$ cat config.mk
export PLATFORM = sky130hd
export DESIGN_NAME = piso_tx_ctrl
export DESIGN_NICKNAME = d
export VERILOG_FILES = /design/src/rtl/piso_ctrl_pkg.sv /design/src/rtl/piso_hold_reg.sv /design/src/rtl/piso_tx_ctrl.sv
export SDC_FILE = /design/constraint.sdc
export NUM_CORES = 1
export LEC_CHECK = 0
export CAP_MARGIN = 20
export CORE_UTILIZATION = 49
export CTS_BUF_LIST = sky130_fd_sc_hd__clkbuf_8
export DETAILED_ROUTE_END_ITERATION = 12
export GPL_TIMING_DRIVEN = 0
export PLACE_DENSITY = 0.85
export RECOVER_POWER = 25
export SLEW_MARGIN = 15
export SYNTH_ARGS = -nofsm -noshare
export SYNTH_HDL_FRONTEND = slang
export SYNTH_SLANG_ARGS = --single-unit
$ cat constraint.sdc
create_clock -name clk -period 2.5 [get_ports clk]
set_clock_uncertainty 0.1 [all_clocks]
set_input_delay 0.25 -clock clk [delete_from_list [all_inputs] [get_ports clk]]
set_output_delay 0.25 -clock clk [all_outputs]
set_load 0.005 [all_outputs]
$ cat src/rtl/piso_ctrl_pkg.sv
// Shared types and helpers for the PISO transmit sequencing controller.
`timescale 1ns/1ps
package piso_ctrl_pkg;

    typedef enum logic [1:0] {
        IDLE  = 2'd0,
        SHIFT = 2'd1,
        GAP   = 2'd2
    } state_t;

    localparam int DEF_WIDTH = 4;
    localparam int DEF_GAP   = 0;
    localparam int DEF_CNT_W = 8;
    localparam int MAX_W     = 32;

    // Reverses the low w bits of v; bits at and above w come back as zero.
    function automatic logic [MAX_W-1:0] bit_reverse(input logic [MAX_W-1:0] v, input int w);
        logic [MAX_W-1:0] r;
        r = '0;
        for (int i = 0; i < MAX_W; i++) begin
            if (i < w) r[i] = v[w-1-i];
        end
        return r;
    endfunction

endpackage

$ cat src/rtl/piso_hold_reg.sv
// One-entry valid/ready holding register; a push in the same cycle as a pop refills it.
`timescale 1ns/1ps
module piso_hold_reg
    import piso_ctrl_pkg::*;
#(
    parameter int WIDTH = DEF_WIDTH
) (
    input  logic             clk,
    input  logic             rst,
    input  logic [WIDTH-1:0] in_data,
    input  logic             in_valid,
    output logic             in_ready,
    input  logic             pop,
    output logic             full,
    output logic [WIDTH-1:0] data
);

    logic push;

    // pop comes only from controller state, so in_ready never depends on in_valid.
    assign in_ready = !full || pop;
    assign push     = in_valid && in_ready;

    // NOTE: the data register is reset as well, so piso_A is a defined zero out of reset.
    always_ff @(posedge clk or posedge rst) begin
        if (rst) begin
            full <= 1'b0;
            data <= '0;
        end else if (push) begin
            full <= 1'b1;
            data <= in_data;
        end else if (pop) begin
            full <= 1'b0;
        end
    end

endmodule

$ cat src/rtl/piso_tx_ctrl.sv
// Sequences an external 4-bit PISO: loads held words, frames the serial stream, counts frames.
`timescale 1ns/1ps
module piso_tx_ctrl
    import piso_ctrl_pkg::*;
#(
    parameter int WIDTH     = DEF_WIDTH,
    parameter int GAP       = DEF_GAP,
    parameter bit MSB_FIRST = 1'b1,
    parameter int CNT_W     = DEF_CNT_W
) (
    input  logic             clk,
    input  logic             rst,
    input  logic [WIDTH-1:0] in_data,
    input  logic             in_valid,
    output logic             in_ready,
    output logic [WIDTH-1:0] piso_A,
    output logic             piso_S,
    output logic             ser_valid,
    output logic             frame_start,
    output logic             frame_end,
    output logic             busy,
    output logic [CNT_W-1:0] frame_cnt
);

    localparam int BIT_W = $clog2(WIDTH);
    localparam int GAP_W = (GAP > 1) ? $clog2(GAP) : 1;

    state_t             state, state_n;
    logic [BIT_W-1:0]   bit_cnt, bit_cnt_n;
    logic [GAP_W-1:0]   gap_cnt, gap_cnt_n;
    logic [CNT_W-1:0]   frame_cnt_n;
    logic               load;
    logic               last_bit;
    logic               hold_full;
    logic [WIDTH-1:0]   hold_data;
    logic [WIDTH-1:0]   hold_rev;

    piso_hold_reg #(.WIDTH(WIDTH)) u_hold (
        .clk      (clk),
        .rst      (rst),
        .in_data  (in_data),
        .in_valid (in_valid),
        .in_ready (in_ready),
        .pop      (load),
        .full     (hold_full),
        .data     (hold_data)
    );

    assign hold_rev = WIDTH'(bit_reverse(MAX_W'(hold_data), WIDTH));
    assign last_bit = (state == SHIFT) && (bit_cnt == BIT_W'(WIDTH - 1));
    assign busy     = (state != IDLE) || hold_full;

    // NOTE: sequential state uses non-blocking assignments so every register samples pre-edge values.
    always_ff @(posedge clk or posedge rst) begin
        if (rst) begin
            state     <= IDLE;
            bit_cnt   <= '0;
            gap_cnt   <= '0;
            frame_cnt <= '0;
        end else begin
            state     <= state_n;
            bit_cnt   <= bit_cnt_n;
            gap_cnt   <= gap_cnt_n;
            frame_cnt <= frame_cnt_n;
        end
    end

    // The GAP parameter shadows the package state of the same name, hence the qualified reference.
    always_comb begin
        // NOTE: every output of this block gets a default first, so no path can infer a latch.
        state_n   = state;
        bit_cnt_n = bit_cnt;
        gap_cnt_n = gap_cnt;
        load      = 1'b0;
        unique case (state)
            IDLE: begin
                if (hold_full) load = 1'b1;
            end
            SHIFT: begin
                if (!last_bit) begin
                    bit_cnt_n = bit_cnt + BIT_W'(1);
                end else if (GAP == 0 && hold_full) begin
                    load = 1'b1;
                end else if (GAP > 0) begin
                    state_n   = piso_ctrl_pkg::GAP;
                    gap_cnt_n = GAP_W'(GAP - 1);
                end else begin
                    state_n = IDLE;
                end
            end
            piso_ctrl_pkg::GAP: begin
                if (gap_cnt != '0)  gap_cnt_n = gap_cnt - GAP_W'(1);
                else if (hold_full) load      = 1'b1;
                else                state_n   = IDLE;
            end
            default: state_n = IDLE;
        endcase
        if (load) begin
            state_n   = SHIFT;
            bit_cnt_n = '0;
        end
        frame_cnt_n = frame_cnt + CNT_W'(load);
    end

    always_comb begin
        piso_S      = !load;
        piso_A      = (load && !MSB_FIRST) ? hold_rev : hold_data;
        ser_valid   = (state == SHIFT);
        frame_start = ser_valid && (bit_cnt == '0);
        frame_end   = last_bit;
    end

endmodule

Yosys cells after proc, flatten, opt, wreduce, memory -nomap -nowiden:

Cells that the tools add are included.

* reductions and logical operators: 14
* mux-type cells: 15
* add/sub/neg operators: 3
* eq/ne operators: 7

Operator list (number)
* two-way mux 2 bit: 7
* adder 8 x 1 -> 8 bit: 1
* two-way mux 1 bit: 6
* case mux 2 bit (3 select lines): 1
* nonzero test 2 bit: 3
* == test 2 bit (second input constant): 2
* zero test 2 bit: 2
* logical AND 1 bit: 3
* != test 3 x 1 -> 1 bit (second input constant): 1
* != test 3 bit (second input constant): 1
* case mux 1 bit (3 select lines): 1
* AND reduction 3 bit: 1
* adder 2 x 1 -> 2 bit (second input constant): 1
* == test 2 x 1 -> 1 bit (second input constant): 1
* zero test 1 bit: 2
* logical OR 1 bit: 2
* != test 2 x 1 -> 1 bit (second input constant): 1
* != test 2 bit (second input constant): 1
* AND reduction 2 bit: 1
* subtractor 1 bit (second input constant): 1

* register bits after elaboration: 18
* input port bits: 7
* output and inout bits: 18
* logic and storage cells: 45

Logic depth before layout (Yosys ltp):

Gate-level depths: netlist of the first run.

* depth after elaboration: 7
* mapped depth: 7
* gate-level depth less buffers: 6

Hierarchy:

A second synthesis of the first run with hierarchy kept.

* cells, all modules: 55
* area total of the unflattened synthesis: 720.7 µm²

By module, submodules not included
* piso_tx_ctrl: seq. area each 275.3 µm², area an instance 499.2 µm², cells each 42, instances 1
* piso_hold_reg: seq. area each 125.1 µm², area an instance 221.5 µm², cells each 13, instances 1

Worst setup path after synthesis of the first run:

Ideal clock, no wire load.

* kind: register -> register
* start: reg bit_cnt[0]
* end: reg frame_cnt[2]
* library setup time: 129 ps
* data arrival time: 1402 ps
* stages on the path, launching flop included: 7
* required time: 2271 ps
* buffers on the path: 1
* period minus slack after synthesis: 1630 ps
* path slack: 870 ps
* path through: dfrtp_1 ha_1 nand2b_1 buf_6 and3_1 ha_1 xor2_1

* word-level cells in the longest chain between the ends: 5

RTL lines
* from (decl): line piso_tx_ctrl.sv:29 `logic [BIT_W-1:0] bit_cnt, bit_cnt_n;`
* from (signal assigned): line piso_tx_ctrl.sv:62 `bit_cnt <= bit_cnt_n;`
* == test 2 bit: line piso_tx_ctrl.sv:50 `assign last_bit = (state == SHIFT) && (bit_cnt == BIT_W'(WIDTH - 1));`
* logical AND 1 bit: line piso_tx_ctrl.sv:50
* two-way mux 1 bit: line piso_tx_ctrl.sv:80 `if (!last_bit) begin`
* case mux 1 bit (3 select lines): line piso_tx_ctrl.sv:75 `unique case (state)`
* adder 8 x 1 -> 8 bit: line piso_tx_ctrl.sv:102 `frame_cnt_n = frame_cnt + CNT_W'(load);`
* named net frame_cnt_n[2]: line piso_tx_ctrl.sv:31 `logic [CNT_W-1:0] frame_cnt_n;`
* to (signal assigned): line piso_tx_ctrl.sv:64 `frame_cnt <= frame_cnt_n;`
* to (decl): line piso_tx_ctrl.sv:22 `output logic [CNT_W-1:0] frame_cnt`

The timed path passes the listed nets, and every way through them passes these cells.
A chain may end at the register's enable or synchronous reset.

Worst setup path in the final report of the first run:

* start: reg bit_cnt[0]
* end: out piso_S

* word-level cells in the longest chain between the ends: 5

RTL lines
* == test 2 bit: line piso_tx_ctrl.sv:50
* logical AND 1 bit: line piso_tx_ctrl.sv:50
* two-way mux 1 bit: line piso_tx_ctrl.sv:80
* case mux 1 bit (3 select lines): line piso_tx_ctrl.sv:75
* zero test 1 bit: line piso_tx_ctrl.sv:106 `piso_S = !load;`
* to (decl): line piso_tx_ctrl.sv:17 `output logic piso_S,`

Every way passes these cells.

==> qor.yml, run 1 <==
worstPathArrival_ps: 1750
htree_levels: 1
die_width_um: 41.1
synthCells: 57
dp_slack_ps: 676
port_buffers: 24
clockRootBuffer: "clkbuf_8"
cts_buffers: 3
peakVddDrop_uv: 802
leakage_nw: 0.491
detail-route-antenna-nets: 0
coreArea_um2: 1370
multiInputGateArea_um2: 313
finalPower_w: 0.00127
slew-limit-headroom: 0.607
syn_area_per_cell_um2: 13.2
clock_sinks: 16
drv_cap: 0
regArea_um2: 400
drive_gt1_frac: 0.165
synth_area_um2: 751
hold_viol: 0
endpoint_kind: "output pin"
tightestPinTransition_ps: 589
crit_chain: "ha_1 > nand2b_1 > buf_6 > nand2_2 > clkdlybuf4s50_1"
die_area_um2: 1690
layout_common_cells: "clkdlybuf4s50_1 (23), dfrtp_1 (16), xnor2_1 (6)"
final_common_cell: "clkdlybuf4s50_1"
route.detailed.drc: 0
drtIter0Drc: 0
grt_pass1_wl_mm: 1.85
fmax_mhz: 476
num_vias: 491
syn_nets: 67
hpwl_um: 881
critPathRequiredTime_ps: 2150
start_util: 0.549
avgRoutedWirePerCell_um: 12.3
num_antenna_cells: 0
io_pins: 25
cts_setup_buffers: 0
crit_path_start_kind: "flop"
grt_usage: 0.175
cts_hold_buf: 0
drv_slew: 0
insertion_delay_ps: 250
fp-row-count: 13
cts_tree: "yes"
hp-class: "flop to flop"
grt_max_degree: 17
place_congestion: 0.708
period_needed_ps: 2100
crit_path_max_fanout: 9
fin_setup_tns_ps: 0
overflow: 0
synth_seq_area_share: 0.533
ys_warn_count: 0
rsz0062_at_grt: "no"
ys_types: 20
antenna_found_initial: 0
period_share: 0.840
ctsResizeCount: 0
power-per-cell-area_nw_per_um2: 1200
dr.pass1.iters: 1
chipHeight_um: 41.1
crit_slowest_cell: "clkdlybuf4s50_1"
cts_buffer_depth: 2
fill_cells: 87
nets: 96
syn_to_final_growth_pct: 41.8
grt_pass1_vias: 415
outcome: "completed"
crit_type: "flop to output pin"
vias_per_cell: 4.91
path_clk_slew_ps: 60
critical_path.max_stage_delay_ps: 500
setup_viol: 0
drt_wl_total_mm: 1.23
fin_ws_ps: 401
ys_ff_latch: 16
## area by class of cell
cell class	instances	share of cell area
Buffer	2	0.0212
Clock buffer	4	0.0517
Multi-Input combinational cell	35	0.294
Timing Repair Buffer	24	0.226
Tap cell	15	0.0176
Inverter	4	0.0141
Sequential cell	16	0.376
## flip-flops by register name, summed over array words and instances, names as in the netlist
register     cells
bit_cnt          2
frame_cnt        8
state            1
u_hold.data      4
u_hold.full      1
## metrics by stage
step | std cells | hold slack, ps | util | area [um2]
detailed placement | 96 | 371 | 0.739 | 1010
CTS | 100 | 294 | 0.779 | 1060
finish | 100 | 373 | 0.779 | 1060
global route | 100 | 410 | 0.779 | 1060
floorplan | 57 | 63.7 | - | 751
global placement | 96 | 361 | 0.739 | 1010
## metal layers
| metal | part of all wire | GRT usage |
|---|---|---|
| met1 | 0.49 | 0.233 |
| met2 | 0.41 | 0.250 |
| met3 | 0.090 | 0.0543 |
| met4 | 0.0065 | 0.0968 |
| met5 | 0 | 0 |
## cell families (layout without fill, tap and decap cells)
family                     count (synthesis)  after routing  synth area share
xor gates and xnor gates                   7              7            0.0817
adders and majority gates                  3              3            0.0500
buffers and inverters                      6             34            0.0500
DFF                                       16             16             0.533
and+or+nand+nor                           19             19             0.185
AOI/OAI and AO/OA                          1              1           0.00666
muxes                                      5              5            0.0933
## cell usage after synthesis
cell	n	area [um2]
nand2_2	1	6.26
ha_1	3	37.5
nand3_1	2	10.0
dfrtp_1	16	400
xor2_1	1	8.76
nand3b_4	1	20.0
nand2b_1	3	18.8
or2_2	1	6.26
mux2i_1	1	10.0
nand4_1	3	18.8
mux2_4	4	60.1
and4_1	1	8.76
o21ai_0	1	5.00
xnor2_1	6	52.6
nand3b_1	1	7.51
and2_1	3	18.8
buf_6	2	22.5
and3_1	2	12.5
inv_1	4	15.0
nand2_4	1	11.3
## where the power goes
part           switching (W)  internal [W]
logic               0.000207      0.000397
registers          0.0000829      0.000363
clock network      0.0000849      0.000139
total               0.000375      0.000899
## worst max-delay path, delay by kind of cell (launching register included)
kind                       cells  cell delay, ps
buffers and inverters          2             650
DFF                            1             400
adders and majority gates      1             230
and+or+nand+nor                2             230
## path summary, 6_finish.rpt
kind	startpoint	to	slack, ps	cells past startpoint
max	bit_cnt[0]	piso_S	400	5
min	frame_cnt[7]	frame_cnt[7]	370	1
max reg2reg	bit_cnt[0]	frame_cnt[6]	790	7
min reg2reg	frame_cnt[7]	frame_cnt[7]	370	1
max in group asynchronous	rst	bit_cnt[0]	1510	2
min in group asynchronous	rst	u_hold.data[2]	400	2
No activity file was read; power rests on OpenSTA's default activity.
==> inputs of run 2 (changes only) <==
--- a/config.mk
+++ b/config.mk
@@ -6,11 +6,12 @@
 export NUM_CORES = 1
 export LEC_CHECK = 0
 export CAP_MARGIN = 20
-export CORE_UTILIZATION = 49
+export CORE_ASPECT_RATIO = 1.4
+export CORE_UTILIZATION = 41
 export CTS_BUF_LIST = sky130_fd_sc_hd__clkbuf_8
 export DETAILED_ROUTE_END_ITERATION = 12
 export GPL_TIMING_DRIVEN = 0
-export PLACE_DENSITY = 0.85
+export PLACE_DENSITY = 0.76
 export RECOVER_POWER = 25
 export SLEW_MARGIN = 15
 export SYNTH_ARGS = -nofsm -noshare
==> constraint.sdc (replaced) <==
create_clock -name clk -period 1.8 [get_ports clk]
set_clock_uncertainty 0.1 [all_clocks]
set_input_delay 0.18 -clock clk [delete_from_list [all_inputs] [get_ports clk]]
set_output_delay 0.18 -clock clk [all_outputs]
set_load 0.005 [all_outputs]
==> qor.yml, run 2 (synthesis gave the netlist of run 1 again) <==
slew-limit-headroom: 0.611
worst-path-buf-inv: 2
route.detailed.drc: 0
antenna_found_initial: 0
critical_path.max_stage_delay_ps: 440
num_vias: 500
cts_buffer_depth: 2
critPathRequiredTime_ps: 1520
peakVddDrop_uv: 813
fill_cells: 128
critPathLaunch: "u_hold.full"
cts_buffers: 3
start_util: 0.458
grt_usage: 0.174
crit_family: "buffers and inverters"
dp.cells: 100
drive_gt1_frac: 0.186
htree_levels: 1
io_pins: 25
num_antenna_cells: 0
grt_max_degree: 17
dpl_cell_area_um2: 1010
drv_cap: 0
final_common_cell: "clkdlybuf4s50_1"
clockRootBuffer: "clkbuf_8"
syn_to_final_growth_pct: 43.8
largestRegisters: "frame_cnt: 8 flops, u_hold.data: 4 flops, bit_cnt: 2 flops"
tightestPinTransition_ps: 582
hpwl_mm: 1.00
fin_setup_tns_ps: 0
clock_sinks: 16
power-per-cell-area_nw_per_um2: 1650
crit_type: "flop to output pin"
grt_pass1_wl_mm: 2.26
critical_path_depth: 3
nets: 97
crit_end: "busy"
instances_no_fill: 105
largest_register_ffs: 8
period_needed_ps: 1740
fmax_mhz: 575
avgRoutedWirePerCell_um: 13.0
chipHeight_um: 52.6
crit_path_max_fanout: 9
worstPathArrival_ps: 1460
crit_slowest_cell: "clkdlybuf4s50_1"
crit_chain: "buf_6 > or2_2 > clkdlybuf4s50_1"
drv_slew: 0
fin_area_um2: 1080
drtIter0Drc: 12
worstRegToRegCells: 7
vias_per_cell: 4.76
insertion_delay_ps: 250
die_width_um: 38.2
rsz0062_at_grt: "no"
grt_pass1_vias: 508
cts_tree: "yes"
overflow: 0
die_area_um2: 2010
largest-register: "frame_cnt"
layout_common_cells: "clkdlybuf4s50_1 (20), dfrtp_1 (16), xnor2_1 (6)"
port_buffers: 24
r2r_end: "frame_cnt[6]"
hp-class: "input port to async pin"
drt_wl_total_mm: 1.37
crit_path_start_kind: "flop"
place_congestion: 0.648
fp-row-count: 17
endpoint_kind: "output pin"
detail-route-antenna-nets: 0
r2r_start: "bit_cnt[1]"
path_clk_slew_ps: 60
setup_viol: 0
leakage_nw: 0.508
outcome: "completed"
rrSetupSlack_ps: 100
period_share: 0.965
dr.pass1.iters: 4
hold_viol: 0
coreArea_um2: 1640
[run 2: repair_timing]
item / 4_1_cts / 5_1_grt
hold buffers: 0 / 0
gates resized for setup: 3 / 1
setup endpoints to repair: 2 / 1
gates cloned: 0 / 0
setup buffers: 1 / 0
pin swaps: 0 / 1
endpoints found under the hold margin: 0 / 0
[run 2: area by class of cell]
| type | instances | area [um2] | area share |
|---|---|---|---|
| sequential | 16 | 400 | 0.371 |
| multi-input combinational | 35 | 315 | 0.292 |
| timing repair buffer | 25 | 248 | 0.229 |
| clock buffer | 4 | 55.1 | 0.0510 |
| tap | 19 | 23.8 | 0.0220 |
| buffer | 2 | 22.5 | 0.0209 |
| inverter | 4 | 15.0 | 0.0139 |
[run 2: metal layers]
metal  GRT usage  vias to the layer above  wire, um
li1            -                      245         -
met1       0.197                      237       548
met2       0.268                       14       710
met3      0.0383                        4        59
met4       0.143                        0        48
met5           0                        -         0
[run 2: power breakdown]
| part | switching (W) | total [W] | internal, W |
|---|---|---|---|
| Sequential | 0.000120 | 0.000624 | 0.000504 |
| Combinational | 0.000300 | 0.000843 | 0.000543 |
| Clock | 0.000122 | 0.000316 | 0.000194 |
[run 2: worst min-delay path by stage]
stage | end | cells after the start | slack [ps] | from
floorplan | bit_cnt[0] | 1 | -6 | rst
global placement | frame_cnt[7] | 1 | 360 | frame_cnt[7]
detailed placement | frame_cnt[7] | 1 | 370 | frame_cnt[7]
CTS | u_hold.data[3] | 2 | 210 | rst
global route | frame_cnt[1] | 2 | 390 | rst
finish | u_hold.data[3] | 2 | 330 | rst
[run 2: worst reg2reg max path, cell delays in order (launching register included)]
cell and delay (ps):
dfrtp_1 400, ha_2 200, nand2b_1 150, buf_6 140, and3_1 180, ha_1 210
nand4_1 100, xnor2_1 130
[run 2: through the flow]
stage | power, W | hold WS (ps) | setup WS [ps] | utilization
6_report | 0.00178 | 327 | 62.1 | 0.659
5_1_grt | 0.00191 | 388 | 0.0583 | 0.659
4_1_cts | 0.00182 | 215 | 15.2 | 0.658
3_5_place_dp | 0.00149 | 371 | 22.2 | 0.620
3_3_place_gp | 0.00146 | 361 | 41.4 | 0.620
2_1_floorplan | 0.00107 | -6.26 | 170 | -
